--- src/rtl/reg_write_arbiter_if.sv ---
// ----------------------------------------------------------------------------
// reg_write_arbiter_if
// Bundle of request/acknowledge and register-side signals for the register
// pair write arbiter.
//   req0/data0/dest0/ack0 : requester 0 handshake (dest 0 = reg A, 1 = reg B)
//   req1/data1/dest1/ack1 : requester 1 handshake
//   bus_data              : shared data bus to registers A and B
//   latch_a_n, latch_b_n  : active-low load strobes
//   busy                  : arbiter is in a transaction
// Modports: master = requester/register side, slave = arbiter.
// ----------------------------------------------------------------------------
interface reg_write_arbiter_if #(
   parameter int unsigned DATA_W = 4
) ();

   logic              req0;
   logic [DATA_W-1:0] data0;
   logic              dest0;
   logic              ack0;
   logic              req1;
   logic [DATA_W-1:0] data1;
   logic              dest1;
   logic              ack1;
   logic [DATA_W-1:0] bus_data;
   logic              latch_a_n;
   logic              latch_b_n;
   logic              busy;

   modport master (
      output req0, data0, dest0, req1, data1, dest1,
      input  ack0, ack1, bus_data, latch_a_n, latch_b_n, busy
   );

   modport slave (
      input  req0, data0, dest0, req1, data1, dest1,
      output ack0, ack1, bus_data, latch_a_n, latch_b_n, busy
   );

endinterface

--- src/rtl/reg_write_arbiter.sv ---
// ----------------------------------------------------------------------------
// reg_write_arbiter
// Two-requester write arbiter and strobe sequencer for the 4-bit register
// pair A/B. Grants one request at a time, drives the shared data bus, pulses
// the target's active-low latch strobe for LATCH_CYCLES cycles, then returns
// a one-cycle ack to the winner.
// Ports:
//   clk     : system clock, rising edge
//   rst_n   : asynchronous active-low reset
//   bus_if  : reg_write_arbiter_if.slave (requests, acks, bus, strobes, busy)
// Parameters:
//   DATA_W        : data / bus width
//   LATCH_CYCLES  : strobe low time in cycles, 1..15
// Build option:
//   REG_WRITE_ARB_ROUND_ROBIN_EN defined   -> round-robin on contention
//   REG_WRITE_ARB_ROUND_ROBIN_EN undefined -> requester 0 fixed priority
// All outputs are registered.
// ----------------------------------------------------------------------------
module reg_write_arbiter #(
   parameter int unsigned DATA_W       = 4,
   parameter int unsigned LATCH_CYCLES = 1
) (
   input  logic                  clk,
   input  logic                  rst_n,
   reg_write_arbiter_if.slave    bus_if
);

   localparam int unsigned CNT_W = 4;

   typedef enum logic [1:0] {
      S_IDLE   = 2'd0,
      S_SETUP  = 2'd1,
      S_STROBE = 2'd2,
      S_ACK    = 2'd3
   } state_e;

   state_e            state_q, state_d;
   logic [CNT_W-1:0]  cnt_q, cnt_d;
   logic [DATA_W-1:0] bus_data_q, bus_data_d;
   logic              target_q, target_d;
   logic              grant_q, grant_d;
   logic              latch_a_n_q, latch_a_n_d;
   logic              latch_b_n_q, latch_b_n_d;
   logic              ack0_q, ack0_d;
   logic              ack1_q, ack1_d;
   logic              busy_q, busy_d;
   logic              any_req_c;
   logic              win_c;

   assign any_req_c = bus_if.req0 | bus_if.req1;

`ifdef REG_WRITE_ARB_ROUND_ROBIN_EN
   logic last_grant_q, last_grant_d;

   // Contention goes to the requester not granted last time.
   always_comb begin
      win_c        = bus_if.req1;
      last_grant_d = last_grant_q;
      if (bus_if.req0 && bus_if.req1) begin
         win_c = ~last_grant_q;
      end
      if ((state_q == S_IDLE) && any_req_c) begin
         last_grant_d = win_c;
      end
   end

   // Pointer resets to 1 so requester 0 wins the first contention.
   always_ff @(posedge clk or negedge rst_n) begin
      if (!rst_n) begin
         last_grant_q <= 1'b1;
      end else begin
         last_grant_q <= last_grant_d;
      end
   end
`else
   // Fixed priority: requester 1 wins only when requester 0 is idle.
   always_comb begin
      win_c = ~bus_if.req0 & bus_if.req1;
   end
`endif

   // State register.
   always_ff @(posedge clk or negedge rst_n) begin
      if (!rst_n) begin
         state_q <= S_IDLE;
      end else begin
         state_q <= state_d;
      end
   end

   // Next state, strobe counter and grant-time capture.
   always_comb begin
      state_d    = state_q;
      cnt_d      = cnt_q;
      bus_data_d = bus_data_q;
      target_d   = target_q;
      grant_d    = grant_q;
      case (state_q)
         S_IDLE: begin
            if (any_req_c) begin
               state_d    = S_SETUP;
               bus_data_d = win_c ? bus_if.data1 : bus_if.data0;
               target_d   = win_c ? bus_if.dest1 : bus_if.dest0;
               grant_d    = win_c;
            end
         end
         S_SETUP: begin
            state_d = S_STROBE;
            cnt_d   = CNT_W'(LATCH_CYCLES);
         end
         S_STROBE: begin
            cnt_d = cnt_q - CNT_W'(1);
            // <= also guards a counter that somehow reads zero.
            if (cnt_q <= CNT_W'(1)) begin
               state_d = S_ACK;
            end
         end
         S_ACK: begin
            state_d = S_IDLE;
         end
         default: begin
            state_d = S_IDLE;
         end
      endcase
   end

   // Output decode from the next state so every output leaves a flop.
   always_comb begin
      latch_a_n_d = 1'b1;
      latch_b_n_d = 1'b1;
      ack0_d      = 1'b0;
      ack1_d      = 1'b0;
      busy_d      = (state_d != S_IDLE);
      if (state_d == S_STROBE) begin
         if (target_d) begin
            latch_b_n_d = 1'b0;
         end else begin
            latch_a_n_d = 1'b0;
         end
      end
      if (state_d == S_ACK) begin
         ack0_d = ~grant_d;
         ack1_d = grant_d;
      end
   end

   // Datapath and output registers.
   always_ff @(posedge clk or negedge rst_n) begin
      if (!rst_n) begin
         cnt_q       <= '0;
         bus_data_q  <= '0;
         target_q    <= 1'b0;
         grant_q     <= 1'b0;
         latch_a_n_q <= 1'b1;
         latch_b_n_q <= 1'b1;
         ack0_q      <= 1'b0;
         ack1_q      <= 1'b0;
         busy_q      <= 1'b0;
      end else begin
         cnt_q       <= cnt_d;
         bus_data_q  <= bus_data_d;
         target_q    <= target_d;
         grant_q     <= grant_d;
         latch_a_n_q <= latch_a_n_d;
         latch_b_n_q <= latch_b_n_d;
         ack0_q      <= ack0_d;
         ack1_q      <= ack1_d;
         busy_q      <= busy_d;
      end
   end

   assign bus_if.bus_data  = bus_data_q;
   assign bus_if.latch_a_n = latch_a_n_q;
   assign bus_if.latch_b_n = latch_b_n_q;
   assign bus_if.ack0      = ack0_q;
   assign bus_if.ack1      = ack1_q;
   assign bus_if.busy      = busy_q;

endmodule

--- src/flat_wrapper.sv ---
// flat-port wrapper written by rule: the top's interface ports become plain ports
module reg_write_arbiter_flat 
#(
   parameter int unsigned DATA_W       = 4,
   parameter int unsigned LATCH_CYCLES = 1
)
  (clk, rst_n, bus_if_req0, bus_if_data0, bus_if_dest0, bus_if_req1, bus_if_data1, bus_if_dest1, bus_if_ack0, bus_if_ack1, bus_if_bus_data, bus_if_latch_a_n, bus_if_latch_b_n, bus_if_busy);
  reg_write_arbiter_if #(.DATA_W(DATA_W)) bus_if_i ();
  input  logic clk;
  input  logic rst_n;
  input wire logic [$bits(bus_if_i.req0)-1:0] bus_if_req0;
  input wire logic [$bits(bus_if_i.data0)-1:0] bus_if_data0;
  input wire logic [$bits(bus_if_i.dest0)-1:0] bus_if_dest0;
  input wire logic [$bits(bus_if_i.req1)-1:0] bus_if_req1;
  input wire logic [$bits(bus_if_i.data1)-1:0] bus_if_data1;
  input wire logic [$bits(bus_if_i.dest1)-1:0] bus_if_dest1;
  output wire logic [$bits(bus_if_i.ack0)-1:0] bus_if_ack0;
  output wire logic [$bits(bus_if_i.ack1)-1:0] bus_if_ack1;
  output wire logic [$bits(bus_if_i.bus_data)-1:0] bus_if_bus_data;
  output wire logic [$bits(bus_if_i.latch_a_n)-1:0] bus_if_latch_a_n;
  output wire logic [$bits(bus_if_i.latch_b_n)-1:0] bus_if_latch_b_n;
  output wire logic [$bits(bus_if_i.busy)-1:0] bus_if_busy;
  assign bus_if_i.req0 = bus_if_req0;
  assign bus_if_i.data0 = bus_if_data0;
  assign bus_if_i.dest0 = bus_if_dest0;
  assign bus_if_i.req1 = bus_if_req1;
  assign bus_if_i.data1 = bus_if_data1;
  assign bus_if_i.dest1 = bus_if_dest1;
  assign bus_if_ack0 = bus_if_i.ack0;
  assign bus_if_ack1 = bus_if_i.ack1;
  assign bus_if_bus_data = bus_if_i.bus_data;
  assign bus_if_latch_a_n = bus_if_i.latch_a_n;
  assign bus_if_latch_b_n = bus_if_i.latch_b_n;
  assign bus_if_busy = bus_if_i.busy;
  reg_write_arbiter #(.DATA_W(DATA_W), .LATCH_CYCLES(LATCH_CYCLES)) u_core (.clk(clk), .rst_n(rst_n), .bus_if(bus_if_i));
endmodule
--- config.mk ---
export PLATFORM = sky130hd
export DESIGN_NAME = reg_write_arbiter_flat
export DESIGN_NICKNAME = d
export VERILOG_FILES = /design/src/rtl/reg_write_arbiter_if.sv /design/src/rtl/reg_write_arbiter.sv /design/src/flat_wrapper.sv
export SDC_FILE = /design/constraint.sdc
export NUM_CORES = 1
export LEC_CHECK = 0
export BUFFER_PORTS_ARGS = -buffer_cell sky130_fd_sc_hd__buf_2
export CAP_MARGIN = 20
export CORE_MARGIN = 2
export CORE_UTILIZATION = 25
export CTS_CLUSTER_DIAMETER = 150
export CTS_CLUSTER_SIZE = 25
export DETAILED_ROUTE_END_ITERATION = 6
export PLACE_DENSITY = 0.41
export SETUP_SLACK_MARGIN = 0.5
export SLEW_MARGIN = 20
export SYNTH_ARGS = -nofsm -noshare
export SYNTH_HDL_FRONTEND = slang
export SYNTH_SLANG_ARGS = --single-unit
--- constraint.sdc ---
create_clock -name clk -period 1.7 [get_ports clk]
set_input_delay 0 -clock clk [delete_from_list [all_inputs] [get_ports clk]]
set_output_delay 0 -clock clk [all_outputs]
set_load 0.01 [all_outputs]
Word-level counts from Yosys, hierarchy flattened
Cells that the tools add are included.

operators by class
  add/subtract/negate cells = 1
  $lt $le $gt $ge = 1
  equality and inequality tests = 5
  mux-type cells = 16
  bitwise gates (word level) = 4
  reduce and logical (&&, ||, !) cells = 4

operator list
  kind                   number
  $mux W1                11
  $eq A2 B2 Y1 const B   4
  $pmux W2 S4            1
  $pmux W4 S2            1
  $le A4 B1 Y1 const B   1
  $mux W2                2
  $mux W4                1
  $reduce_bool A2 Y1     2
  $sub A4 B1 Y4 const B  1
  $eq A2 B1 Y1 const B   1
  $logic_not A2 Y1       1
  $not A1 Y1             2
  $reduce_and A2 Y1      1
  $and A1 B1 Y1          1
  $or A1 B1 Y1           1

word-level totals
  flip-flop bits (word level) = 17
  word-level logic and storage cells = 41

Depth between registers and ports, before layout
  depth after elaboration = 7
  gate-level depth with buffers = 6

Worst setup path after synthesis
Ideal clock, no wire load.

  kind = register to register
  start = register u_core.state_q[0]
  end = register u_core.cnt_q[0]
  arrival time = 1.286 ns
  required time = 1.575 ns
  slack = 0.289 ns
  cell stages (with the launch flop) = 6
  cells stage by stage = dfrtp_1 -> inv_1 -> ha_1 -> clkbuf_1 -> nand2_1 -> mux2_2

between the ends
  longest elaborated chain between the ends = 2
  elaborated cells between the ends (all ways) = 4
  classes of those cells = eq/ne (2); mux (1); reduce/logical (1)

RTL lines
  what                                                      RTL line                  RTL
  start, declared                                           reg_write_arbiter.sv:37   state_e state_q, state_d;
  start signal, assigned                                    reg_write_arbiter.sv:87   state_q <= state_d;
  $eq A2 B2 Y1 / $eq A2 B1 Y1 (equally long branches)       reg_write_arbiter.sv:98   case (state_q)
  $pmux W4 S2 / $reduce_bool A2 Y1 (equally long branches)  --
  end signal, assigned                                      reg_write_arbiter.sv:160  cnt_q <= cnt_d;
  end, declared                                             reg_write_arbiter.sv:38   logic [CNT_W-1:0] cnt_q, cnt_d;

Parallel ways exist; a longest one is shown, timed or not.
A chain may end at the register's enable or synchronous reset.

Final worst setup path
  start = register u_core.state_q[0]
  end = register u_core.latch_a_n_q, in the netlist u_core.bus_if.latch_a_n

between the ends
  longest elaborated chain between the ends = 4
  elaborated cells between the ends (all ways) = 11
  classes of those cells = eq/ne (4); mux (6); reduce/logical (1)

RTL lines
  what                          RTL line                  RTL
  $logic_not A2 Y1              reg_write_arbiter.sv:98
  $mux W1                       reg_write_arbiter.sv:98
  named net u_core.target_d     reg_write_arbiter.sv:40   logic target_q, target_d;
  $mux W1                       reg_write_arbiter.sv:135  if (target_d) begin
  $mux W1                       reg_write_arbiter.sv:134  if (state_d == S_STROBE) begin
  named net u_core.latch_a_n_d  reg_write_arbiter.sv:42   logic latch_a_n_q, latch_a_n_d;
  end signal, assigned          reg_write_arbiter.sv:164  latch_a_n_q <= latch_a_n_d;
  end, declared                 reg_write_arbiter.sv:42

The timed path passes the listed nets, and every way through them passes these cells.

==> flow_summary.ini <==
[detailed_routing]
via_per_inst = 4.44
wl_um = 1890
drtAntennaViolNets = 0
drc = 0
wl_per_cell_um = 11.8
drtIter0Drc = 12
vias = 710
drt_pass1_iterations = 3

[synth]
ys_types = 23
synth-compound-area-share_pct = 17.6
postSynthCellCount = 76
yosysSeqAreaShare_pct = 53.3
ys_top_cells_by_area = dfrtp_1 47%, ha_1 7.8%, dfstp_2 6.5%
synth_area_per_cell_sq_um = 10.6
yosys.area_share.simple_pct = 14.8
synth_edf_count = 0
synth-xor-area-share_pct = 0
ys.flop_type = dfrtp_1
synth-seq-cells = 17
synthAdderAreaFrac_pct = 7.79
synth_top_cell_by_area = dfrtp_1
synth_top_family_by_area = compound AO/OA/AOI/OAI gates
yosysWarnings = 0
netlist.area_leader.share_pct = 46.7
syn-num-nets = 95
async_flop_share_pct = 100
synth.mux.area_fraction_pct = 1.40
syn_area_sq_um = 803

[clocking]
cts_buffers = 3
clk_pin_slew_ns = 0.12
clockRootBuffer = clkbuf_4
clk_latency_ns = 0.30
cts-htree-levels = 1
cts_buffer_depth = 2
cts.sinks = 17
cts_tree = built

[critical_path]
end_kind = flip-flop
r2r-start = u_core.state_q[0]$_DFF_PN0_
cp.required_ns = 1.93
r2r_cells = 6
cp_max_fo = 6
worstPathArrival_ns = 1.68
r2r-end = u_core.bus_if.latch_a_n$_DFF_PN1_
critPathKind = reg -> reg
reg2reg_slack_ns = 0.26
startpoint_type = flip-flop

[power]
ir_drop_v = 0.000787
power.density_nw_per_um2 = 1910
total_power_uw = 2290
p_leak_uw = 0.000544

[cells_and_area]
area_delta_synth_final_pct = 49.4
drive_gt1_share_pct = 48.3
fin_nets = 136
antenna-diode-count = 0

[sta]
tns_ns = 0
hold_viol_final = 0
drv_slew = 0
setup_ws_ns = 0.259
worst_pin_slew_ns = 0.386
rsz0062_at_grt = true
max_slew_margin_pct = 74.3
skew_ns = 0.0132
setup_viol = 0
period_share_pct = 84.8
period_needed_ns = 1.44
fmax_ghz = 0.694

[floorplanning]
dieHeight_um = 60.7
die_x_um = 60.7
ios = 23
dieArea_sq_um = 3680
core_area_sq_um = 3050
floorplan.initialDensity_pct = 26.3
placementRows = 20

[place]
globalplace.congestion = 0.696
portBuffers = 22
dp_slack_ns = 0.208
hpwl_um = 1200

[run]
max-cap-violations = 0

[grt]
antenna_found_initial = 0
grt_pass1_wl_um = 3170
grt_max_degree = 18
grt_pass1_vias = 756
track_usage_pct = 11.9
grt-ovfl-total = 0

[status]
status = finished, final reports clean

[min_path]
holdPathStages = 4
hold_path_class = in -> reg
hold_start = bus_if_data1[1]
hold_end = u_core.bus_if.bus_data[1]$_DFFE_PN0P_
## stage by stage
stage / hold WS [ns] / std cells / area, sq um / util [%]
6_report: 0.0584 / 160 / 1200 / 39.3
5_1_grt: 0.0948 / 160 / 1200 / 39.3
4_1_cts: 0.0705 / 160 / 1190 / 38.9
3_5_place_dp: -0.0451 / 139 / 978 / 32.0
3_3_place_gp: -0.0507 / 139 / 978 / 32.0
2_1_floorplan: -0.296 / 76 / 842 / -
## critical path, cell delays in order (launching register included)
cell,delay (ns)
dfrtp_1,0.42
inv_2,0.11
ha_4,0.19
nand3b_1,0.11
o21ai_2,0.09
a21oi_2,0.08
or3b_1,0.37
## how the worst max path moves through the flow
stage	slack, ns	from	to
after detailed placement	0.21	u_core.state_q[0]$_DFF_PN0_	u_core.bus_if.latch_a_n$_DFF_PN1_
after global routing	0.17	u_core.state_q[0]$_DFF_PN0_	u_core.bus_if.latch_a_n$_DFF_PN1_
after CTS	0.28	u_core.state_q[0]$_DFF_PN0_	u_core.bus_if.latch_a_n$_DFF_PN1_
final	0.26	u_core.state_q[0]$_DFF_PN0_	u_core.bus_if.latch_a_n$_DFF_PN1_
after floorplan	0.42	u_core.state_q[0]$_DFF_PN0_	u_core.bus_if.latch_a_n$_DFF_PN1_
after global placement	0.16	u_core.state_q[0]$_DFF_PN0_	u_core.bus_if.latch_a_n$_DFF_PN1_
## report_power, final
group | switching, uW | internal (uW)
Clock | 145 | 89.6
Sequential | 106 | 585
Combinational | 632 | 731
## synth_stat cells (2+ instances only)
| cell | number |
|---|---|
| inv_1 | 6 |
| a21oi_1 | 7 |
| nor2_1 | 4 |
| dfstp_2 | 2 |
| o21ai_0 | 7 |
| nand3b_1 | 6 |
| dfrtp_1 | 15 |
| o22ai_1 | 6 |
| buf_4 | 2 |
| nand2_1 | 2 |
| o21ai_1 | 2 |
| nor3_1 | 2 |
| ha_1 | 5 |
## cell type report
class                           instances  area, sq um
Fill cell                             332         1850
Clock inverter                          1         7.51
Tap cell                               44         55.1
Inverter                                6         22.5
Timing Repair Buffer                   39          268
Clock buffer                            3         22.5
Sequential cell                        17          428
Multi-Input combinational cell         50          397
## registers in the layout (all words and copies together) (netlist names)
name and flops:
u_core.bus_if.latch_b_n 1, u_core.bus_if.busy 1, u_core.bus_if.ack1 1, u_core.bus_if.latch_a_n 1
u_core.bus_if.ack0 1, u_core.state_q 2, u_core.cnt_q 4, u_core.target_q 1
u_core.bus_if.bus_data 4, u_core.grant_q 1
## layer usage
metal  vias to the layer above  track usage (%)  wire length [um]
met5                         -                0                 0
met4                         0             5.59                15
met3                         2             2.56                51
met2                         9             20.0               949
met1                       342             14.4               871
li1                        357                -                 -
## layout by cell type (no fill, tap or decap), drive strengths merged, types with 2 or more instances in the layout
master	count
clkbuf	3
inv	6
a21oi	7
ha	5
dfstp	2
o21ai	9
dfrtp	15
nand3b	6
nand2	3
dlygate4sd3	6
nor3	2
o22ai	6
buf	33
nor2	4
## logic make-up (layout without fill, tap and decap cells)
kind of cell    count (synthesis)  after routing
simple gates                   20             20
mux                             1              1
fa+ha+maj                       5              5
flops                          17             17
buf+inv                         9             49
compound gates                 24             24
## repair_timing
| item | CTS | global route |
|---|---|---|
| endpoints found under the setup margin | 9 | 16 |
| hold endpoints to repair | 22 | 0 |
| pin swaps | 7 | 7 |
| hold buffers | 6 | 0 |
| setup buffers | 11 | 0 |
| resized for setup | 10 | 8 |
Note: power is estimated with default switching activity, not from simulation.
